## src/rtl/bram_ctrl_pkg.sv

```systemverilog
// Shared definitions for the BRAM bus-side controller.
//   state_t   : controller FSM encoding
//   FULL_MASK : byte-write mask that selects a straight-through word write
//   BYTE_W    : width of one byte lane
package bram_ctrl_pkg;

   typedef enum logic [2:0] {
      IDLE,
      RD_ISSUE,
      RD_WAIT,
      WR_ISSUE,
      RMW_RD,
      RMW_MERGE
   } state_t;

   localparam logic [3:0] FULL_MASK = 4'b1111;
   localparam int         BYTE_W    = 8;

endpackage

```

## src/rtl/bram_byte_merge.sv

```systemverilog
// Combinational per-byte-lane merge of new store data over old word data.
// Lane i takes new_data when mask[i] is set, otherwise keeps old_data.
//   old_data : word previously held in memory
//   new_data : CPU store data, byte lanes aligned
//   mask     : per-lane write enables
//   merged   : resulting word
module bram_byte_merge
   import bram_ctrl_pkg::*;
#(
   parameter int DATA_W = 32
) (
   input  logic [DATA_W-1:0]        old_data,
   input  logic [DATA_W-1:0]        new_data,
   input  logic [DATA_W/BYTE_W-1:0] mask,
   output logic [DATA_W-1:0]        merged
);

   always_comb begin
      merged = old_data;
      for (int i = 0; i < DATA_W/BYTE_W; i++) begin
         if (mask[i]) begin
            merged[i*BYTE_W +: BYTE_W] = new_data[i*BYTE_W +: BYTE_W];
         end
      end
   end

endmodule

```

## src/rtl/bram_rmw_ctrl.sv

```systemverilog
// Bus-side controller in front of a small word-wide BRAM. Reads take two
// busy cycles, full-word stores one, and partial-byte stores are turned
// into a read-modify-write (read, merge, write) with three busy cycles.
// Every output is registered; outputs are computed from the next state.
//   clk, resetn          : clock, asynchronous active-low reset
//   sel                  : address decode hit for this RAM
//   mem_addr/wdata/wmask : CPU request (wmask != 0 means write)
//   mem_rstrb            : one-cycle read request
//   mem_rdata            : read data, held until the next read completes
//   mem_rbusy/mem_wbusy  : read / write in progress
//   bram_addr            : word-aligned byte address to the BRAM
//   bram_cs/rd/wr        : BRAM strobes
//   bram_wdata           : word written to the BRAM
//   bram_rdata           : BRAM read data, valid the cycle after cs&rd
module bram_rmw_ctrl
   import bram_ctrl_pkg::*;
#(
   parameter int ADDR_WORDS_LOG2 = 5,
   parameter int DATA_W          = 32
) (
   input  logic                     clk,
   input  logic                     resetn,
   input  logic                     sel,
   input  logic [31:0]              mem_addr,
   input  logic [DATA_W-1:0]        mem_wdata,
   input  logic [DATA_W/BYTE_W-1:0] mem_wmask,
   input  logic                     mem_rstrb,
   output logic [DATA_W-1:0]        mem_rdata,
   output logic                     mem_rbusy,
   output logic                     mem_wbusy,
   output logic [31:0]              bram_addr,
   output logic                     bram_cs,
   output logic                     bram_rd,
   output logic                     bram_wr,
   output logic [DATA_W-1:0]        bram_wdata,
   input  logic [DATA_W-1:0]        bram_rdata
);

   localparam int PAD_W = 32 - ADDR_WORDS_LOG2 - 2;

   state_t                    state, state_nxt;
   logic                      is_write, is_read, accept;
   logic                      rd_nxt, wr_nxt, rbusy_nxt, wbusy_nxt;
   logic [DATA_W-1:0]         wdata_q;
   logic [DATA_W/BYTE_W-1:0]  wmask_q;
   logic [DATA_W-1:0]         merged;
   logic                      unused_addr_bits;

   // Only the word-index bits reach the BRAM; higher addresses alias.
   assign unused_addr_bits = ^{mem_addr[31:ADDR_WORDS_LOG2+2], mem_addr[1:0]};

   // A store mask wins over a simultaneous read strobe.
   assign is_write = sel && (mem_wmask != '0);
   assign is_read  = sel && mem_rstrb && (mem_wmask == '0);
   assign accept   = (state == IDLE) && (is_write || is_read);

   always_ff @(posedge clk or negedge resetn) begin
      if (!resetn) begin
         state <= IDLE;
      end else begin
         state <= state_nxt;
      end
   end

   always_comb begin
      state_nxt = state;
      rd_nxt    = 1'b0;
      wr_nxt    = 1'b0;
      rbusy_nxt = 1'b0;
      wbusy_nxt = 1'b0;
      case (state)
         IDLE: begin
            if (is_write) begin
               state_nxt = (mem_wmask == FULL_MASK) ? WR_ISSUE : RMW_RD;
            end else if (is_read) begin
               state_nxt = RD_ISSUE;
            end
         end
         RD_ISSUE:  state_nxt = RD_WAIT;
         RD_WAIT:   state_nxt = IDLE;
         WR_ISSUE:  state_nxt = IDLE;
         RMW_RD:    state_nxt = RMW_MERGE;
         RMW_MERGE: state_nxt = WR_ISSUE;
         default:   state_nxt = IDLE;
      endcase
      // Outputs are registered, so decode them from the state being entered.
      case (state_nxt)
         RD_ISSUE:  begin rd_nxt = 1'b1; rbusy_nxt = 1'b1; end
         RD_WAIT:   rbusy_nxt = 1'b1;
         RMW_RD:    begin rd_nxt = 1'b1; wbusy_nxt = 1'b1; end
         RMW_MERGE: wbusy_nxt = 1'b1;
         WR_ISSUE:  begin wr_nxt = 1'b1; wbusy_nxt = 1'b1; end
         default:   ;
      endcase
   end

   // Request data latch; only consumed by the RMW merge, so no reset needed.
   always_ff @(posedge clk) begin
      if (accept) begin
         wdata_q <= mem_wdata;
         wmask_q <= mem_wmask;
      end
   end

   bram_byte_merge #(
      .DATA_W (DATA_W)
   ) u_merge (
      .old_data (bram_rdata),
      .new_data (wdata_q),
      .mask     (wmask_q),
      .merged   (merged)
   );

   always_ff @(posedge clk or negedge resetn) begin
      if (!resetn) begin
         mem_rdata  <= '0;
         mem_rbusy  <= 1'b0;
         mem_wbusy  <= 1'b0;
         bram_addr  <= '0;
         bram_cs    <= 1'b0;
         bram_rd    <= 1'b0;
         bram_wr    <= 1'b0;
         bram_wdata <= '0;
      end else begin
         bram_cs   <= rd_nxt || wr_nxt;
         bram_rd   <= rd_nxt;
         bram_wr   <= wr_nxt;
         mem_rbusy <= rbusy_nxt;
         mem_wbusy <= wbusy_nxt;
         if (accept) begin
            bram_addr <= {{PAD_W{1'b0}}, mem_addr[ADDR_WORDS_LOG2+1:2], 2'b00};
         end
         // Full words go straight out; partial stores load the merged word
         // while the old data is on bram_rdata.
         if (accept && is_write && (mem_wmask == FULL_MASK)) begin
            bram_wdata <= mem_wdata;
         end else if (state == RMW_MERGE) begin
            bram_wdata <= merged;
         end
         if (state == RD_WAIT) begin
            mem_rdata <= bram_rdata;
         end
      end
   end

endmodule

```

## config.mk

```make
export PLATFORM = sky130hd
export DESIGN_NAME = bram_rmw_ctrl
export DESIGN_NICKNAME = d
export VERILOG_FILES = /design/src/rtl/bram_ctrl_pkg.sv /design/src/rtl/bram_byte_merge.sv /design/src/rtl/bram_rmw_ctrl.sv
export SDC_FILE = /design/constraint.sdc
export NUM_CORES = 1
export LEC_CHECK = 0
export BUFFER_PORTS_ARGS = -buffer_cell sky130_fd_sc_hd__buf_4
export CORE_UTILIZATION = 48
export DETAILED_ROUTE_END_ITERATION = 12
export GPL_TIMING_DRIVEN = 0
export PLACE_DENSITY = 0.8
export REMOVE_ABC_BUFFERS = 1
export SLEW_MARGIN = 15
export SYNTH_ARGS = -nofsm -noshare
export SYNTH_HDL_FRONTEND = slang
export SYNTH_SLANG_ARGS = --single-unit
```

## constraint.sdc

```tcl
create_clock -name clk -period 3.1 [get_ports clk]
set_clock_uncertainty 0.1 [all_clocks]
set_input_delay 0.465 -clock clk [delete_from_list [all_inputs] [get_ports clk]]
set_output_delay 0.465 -clock clk [all_outputs]
set_load 0.02 [all_outputs]
```

==> impl_metrics.py <==
metrics = {
    "placed_design": {
        "dp_slack_ns": 0.501,
        "placed_cells": 623,
        "numPortBuffers": 150,
        "place.gp.congestion": 0.827,
        "dp_hpwl_um": 7070,
    },
    "yosys": {
        "synthFlopType": "dfrtp_1",
        "synthArstFlopShare_pct": 68.1,
        "synth_cells": 359,
        "synthesis.area_um2": 4880,
        "synth-edff-count": 36,
        "ys_ff_latch": 113,
        "yosys-top-cells-area": "dfrtp_1, edfxtp_1, mux2_2",
        "yosys_warnings": 0,
        "synth_cell_types": 31,
        "synth_top_area_cell": "dfrtp_1",
        "syn_area_per_cell_um2": 13.6,
        "synth_top_area_share_pct": 39.5,
        "synth.yosys.seq_area_share_pct": 61.6,
    },
    "drt": {
        "wl_per_cell_um": 16.1,
        "vias_per_cell": 5.06,
        "dr.first_iter.drc_count": 71,
        "drc_errors": 0,
        "routed_wl_um": 10500,
        "num_vias": 3312,
        "drt_first_pass_iters": 4,
        "drtAntennaViolNets": 0,
    },
    "global_routing": {
        "grt_max_degree": 78,
        "grt_pass1_wl_um": 16000,
        "grt_pass1_vias": 3234,
        "gr-total-overflow": 0,
        "antenna_found_initial": 0,
        "grt_usage_pct": 20.5,
    },
    "timing": {
        "layout_setup_ws_ns": 0.715,
        "min_period_ns": 2.39,
        "slew_headroom_pct": 33.5,
        "setup_viol": 0,
        "rsz0062_at_grt": "no",
        "final_hold_viol_count": 0,
        "max_freq_mhz": 419,
        "min_period_over_period_pct": 76.9,
        "worst_slew_pin_slew_ns": 0.997,
        "fin_tns_setup_ns": 0,
        "drv_slew": 0,
    },
    "die": {
        "rows": 36,
        "die_y_um": 103,
        "core_um2": 9820,
        "start_util_pct": 49.7,
        "dieWidth_um": 103,
        "io_pins": 205,
        "dieArea_um2": 10600,
    },
    "cts": {
        "htreeDepth": 4,
        "clk_latency_ns": 0.50,
        "cts-resized-gates": 0,
        "clk_pin_slew_ns": 0.05,
        "numClockSinks": 113,
        "clockBufferDepth": 2,
        "cts_root_buf": "clkbuf_8",
        "ctsHoldBuffers": 0,
        "numCtsBuffers": 17,
        "cts_setup_buffers": 0,
        "cts_tree": "built",
    },
    "pwr": {
        "seqPwrFrac_pct": 34.1,
        "switchingPower_w": 0.00239,
        "p_per_area_nw_per_um2": 1100,
        "power.share.clock_pct": 28.1,
        "p_leak_nw": 3.10,
        "ir_drop_v": 0.000562,
        "p_comb_share_pct": 37.8,
        "internal_power_w": 0.00495,
        "swShare_pct": 32.6,
    },
    "outcome": {
        "outcome": "finished, final reports clean",
    },
    "critical_path": {
        "critPathKind": "reg2reg",
        "cp_data_required_time_ns": 3.20,
        "end_kind": "flop",
        "arrival_ns": 2.49,
        "cp_max_fo": 19,
        "startpoint_type": "flop",
    },
    "flow_run": {
        "drv_cap": 0,
    },
    "layout": {
        "drive_gt1_share_pct": 43.7,
        "diodes": 0,
        "fin_nets": 613,
        "area_growth_pct": 36.9,
        "final_cells": 655,
    },
    "hold_path": {
        "min_path_type": "in2async",
    },
}
==> logic make-up (layout without fill, tap and decap cells) <==
group	Yosys count	in the layout	synth area share, %
flip-flops	113	113	61.6
AO/OA/AOI/OAI	73	73	10.9
multiplexers	69	69	15.5
buffers and inverters	55	192	7.26
AND/OR/NAND/NOR	48	48	4.62
other	1	27	0.0768
==> worst max-delay path, cell delays in order (launching register included) <==
cell and delay [ns]:
dfrtp_1 0.47, or3_4 0.45, or2_1 0.38, inv_2 0.45, buf_16 0.23
==> layout make-up <==
cell class                      count  area (um2)
Clock buffer                       21         449
Clock inverter                     11         184
Fill cell                         708        3140
Inverter                            4        15.0
Multi-Input combinational cell    217        1620
Sequential cell                   113        3010
Tap cell                          133         166
Timing Repair Buffer              156        1230
==> flip-flops by register name, summed over array words and instances, names as in the netlist <==
name,flops
bram_wdata,32
mem_rdata,32
wdata_q,32
bram_addr,5
wmask_q,4
state,3
bram_cs,1
bram_rd,1
bram_wr,1
mem_rbusy,1
mem_wbusy,1
==> power groups by stage <==
stage / Combinational [W] / Clock (W) / Sequential [W]
6_report: 0.00278 / 0.00207 / 0.00250
5_1_grt: 0.00299 / 0.00217 / 0.00258
4_1_cts: 0.00281 / 0.00210 / 0.00251
3_5_place_dp: 0.00280 / 0 / 0.00253
3_3_place_gp: 0.00267 / 0 / 0.00250
2_1_floorplan: 0.00107 / 0 / 0.00307
==> cells in the mapped netlist (5+ instances only) <==
library cell  number
dfrtp_1           77
edfxtp_1          36
a211oi_1          34
nor2_1            33
a21o_1            32
mux2i_1           32
mux2_2            30
buf_4             28
buf_2             10
clkbuf_1           5
mux2_4             5
==> final timing paths <==
path	from	to	slack, ns	depth (start not counted)
max in group asynchronous	resetn	bram_wdata[20]$_DFFE_PN0P_	2.21	1
hold reg to reg	mem_rdata[2]$_DFFE_PN0N_	mem_rdata[2]$_DFFE_PN0N_	0.39	1
setup / recovery	state[1]$_DFF_PN0_	wdata_q[0]$_DFFE_PN_	0.71	4
setup reg to reg	state[1]$_DFF_PN0_	wdata_q[0]$_DFFE_PN_	0.71	4
hold / removal	resetn	bram_wdata[2]$_DFFE_PN0P_	0.01	1
min in group clk	mem_wdata[9]	wdata_q[9]$_DFFE_PN_	0.05	1
==> metrics by stage <==
stage	power (W)	utilization (%)	cell area (um2)	hold slack (ns)
6_report	0.00735	68.0	6680	0.0109
2_1_floorplan	0.00413	-	4640	0.0694
4_1_cts	0.00742	68.0	6680	0.0274
3_3_place_gp	0.00518	60.4	5930	0.370
3_5_place_dp	0.00533	61.6	6050	0.380
5_1_grt	0.00774	68.0	6680	0.0222
==> layout by cell type, fill, tap and decap left out, types with 2 or more instances in the layout <==
master      synthesis  layout
or2_2               2       2
clkbuf_1            5       2
conb_1              1      27
mux2i_1            32      32
a211oi_1           34      34
dfrtp_1            77      77
mux2_4              5       5
buf_8               0       2
clkbuf_16           0      16
or3_1               2       2
a21o_1             32      32
bufinv_16           0       5
a21oi_1             4       4
clkbuf_8            0       3
nand2_1             3       3
inv_1               4       3
mux2_2             30      30
buf_4              28     150
clkinv_2            0       3
buf_12              0       2
clkinvlp_4          0       2
nor2_1             33      33
mux2_1              2       2
edfxtp_1           36      36
==> layer usage <==
| metal | track usage, % | wire [um] | vias up |
|---|---|---|---|
| met3 | 7.73 | 802 | 10 |
| met1 | 25.4 | 4370 | 1613 |
| met2 | 32.6 | 5230 | 141 |
| li1 | - | - | 1548 |
| met5 | 0 | 0 | - |
| met4 | 7.69 | 121 | 0 |
(Power assumes the default switching activity.)
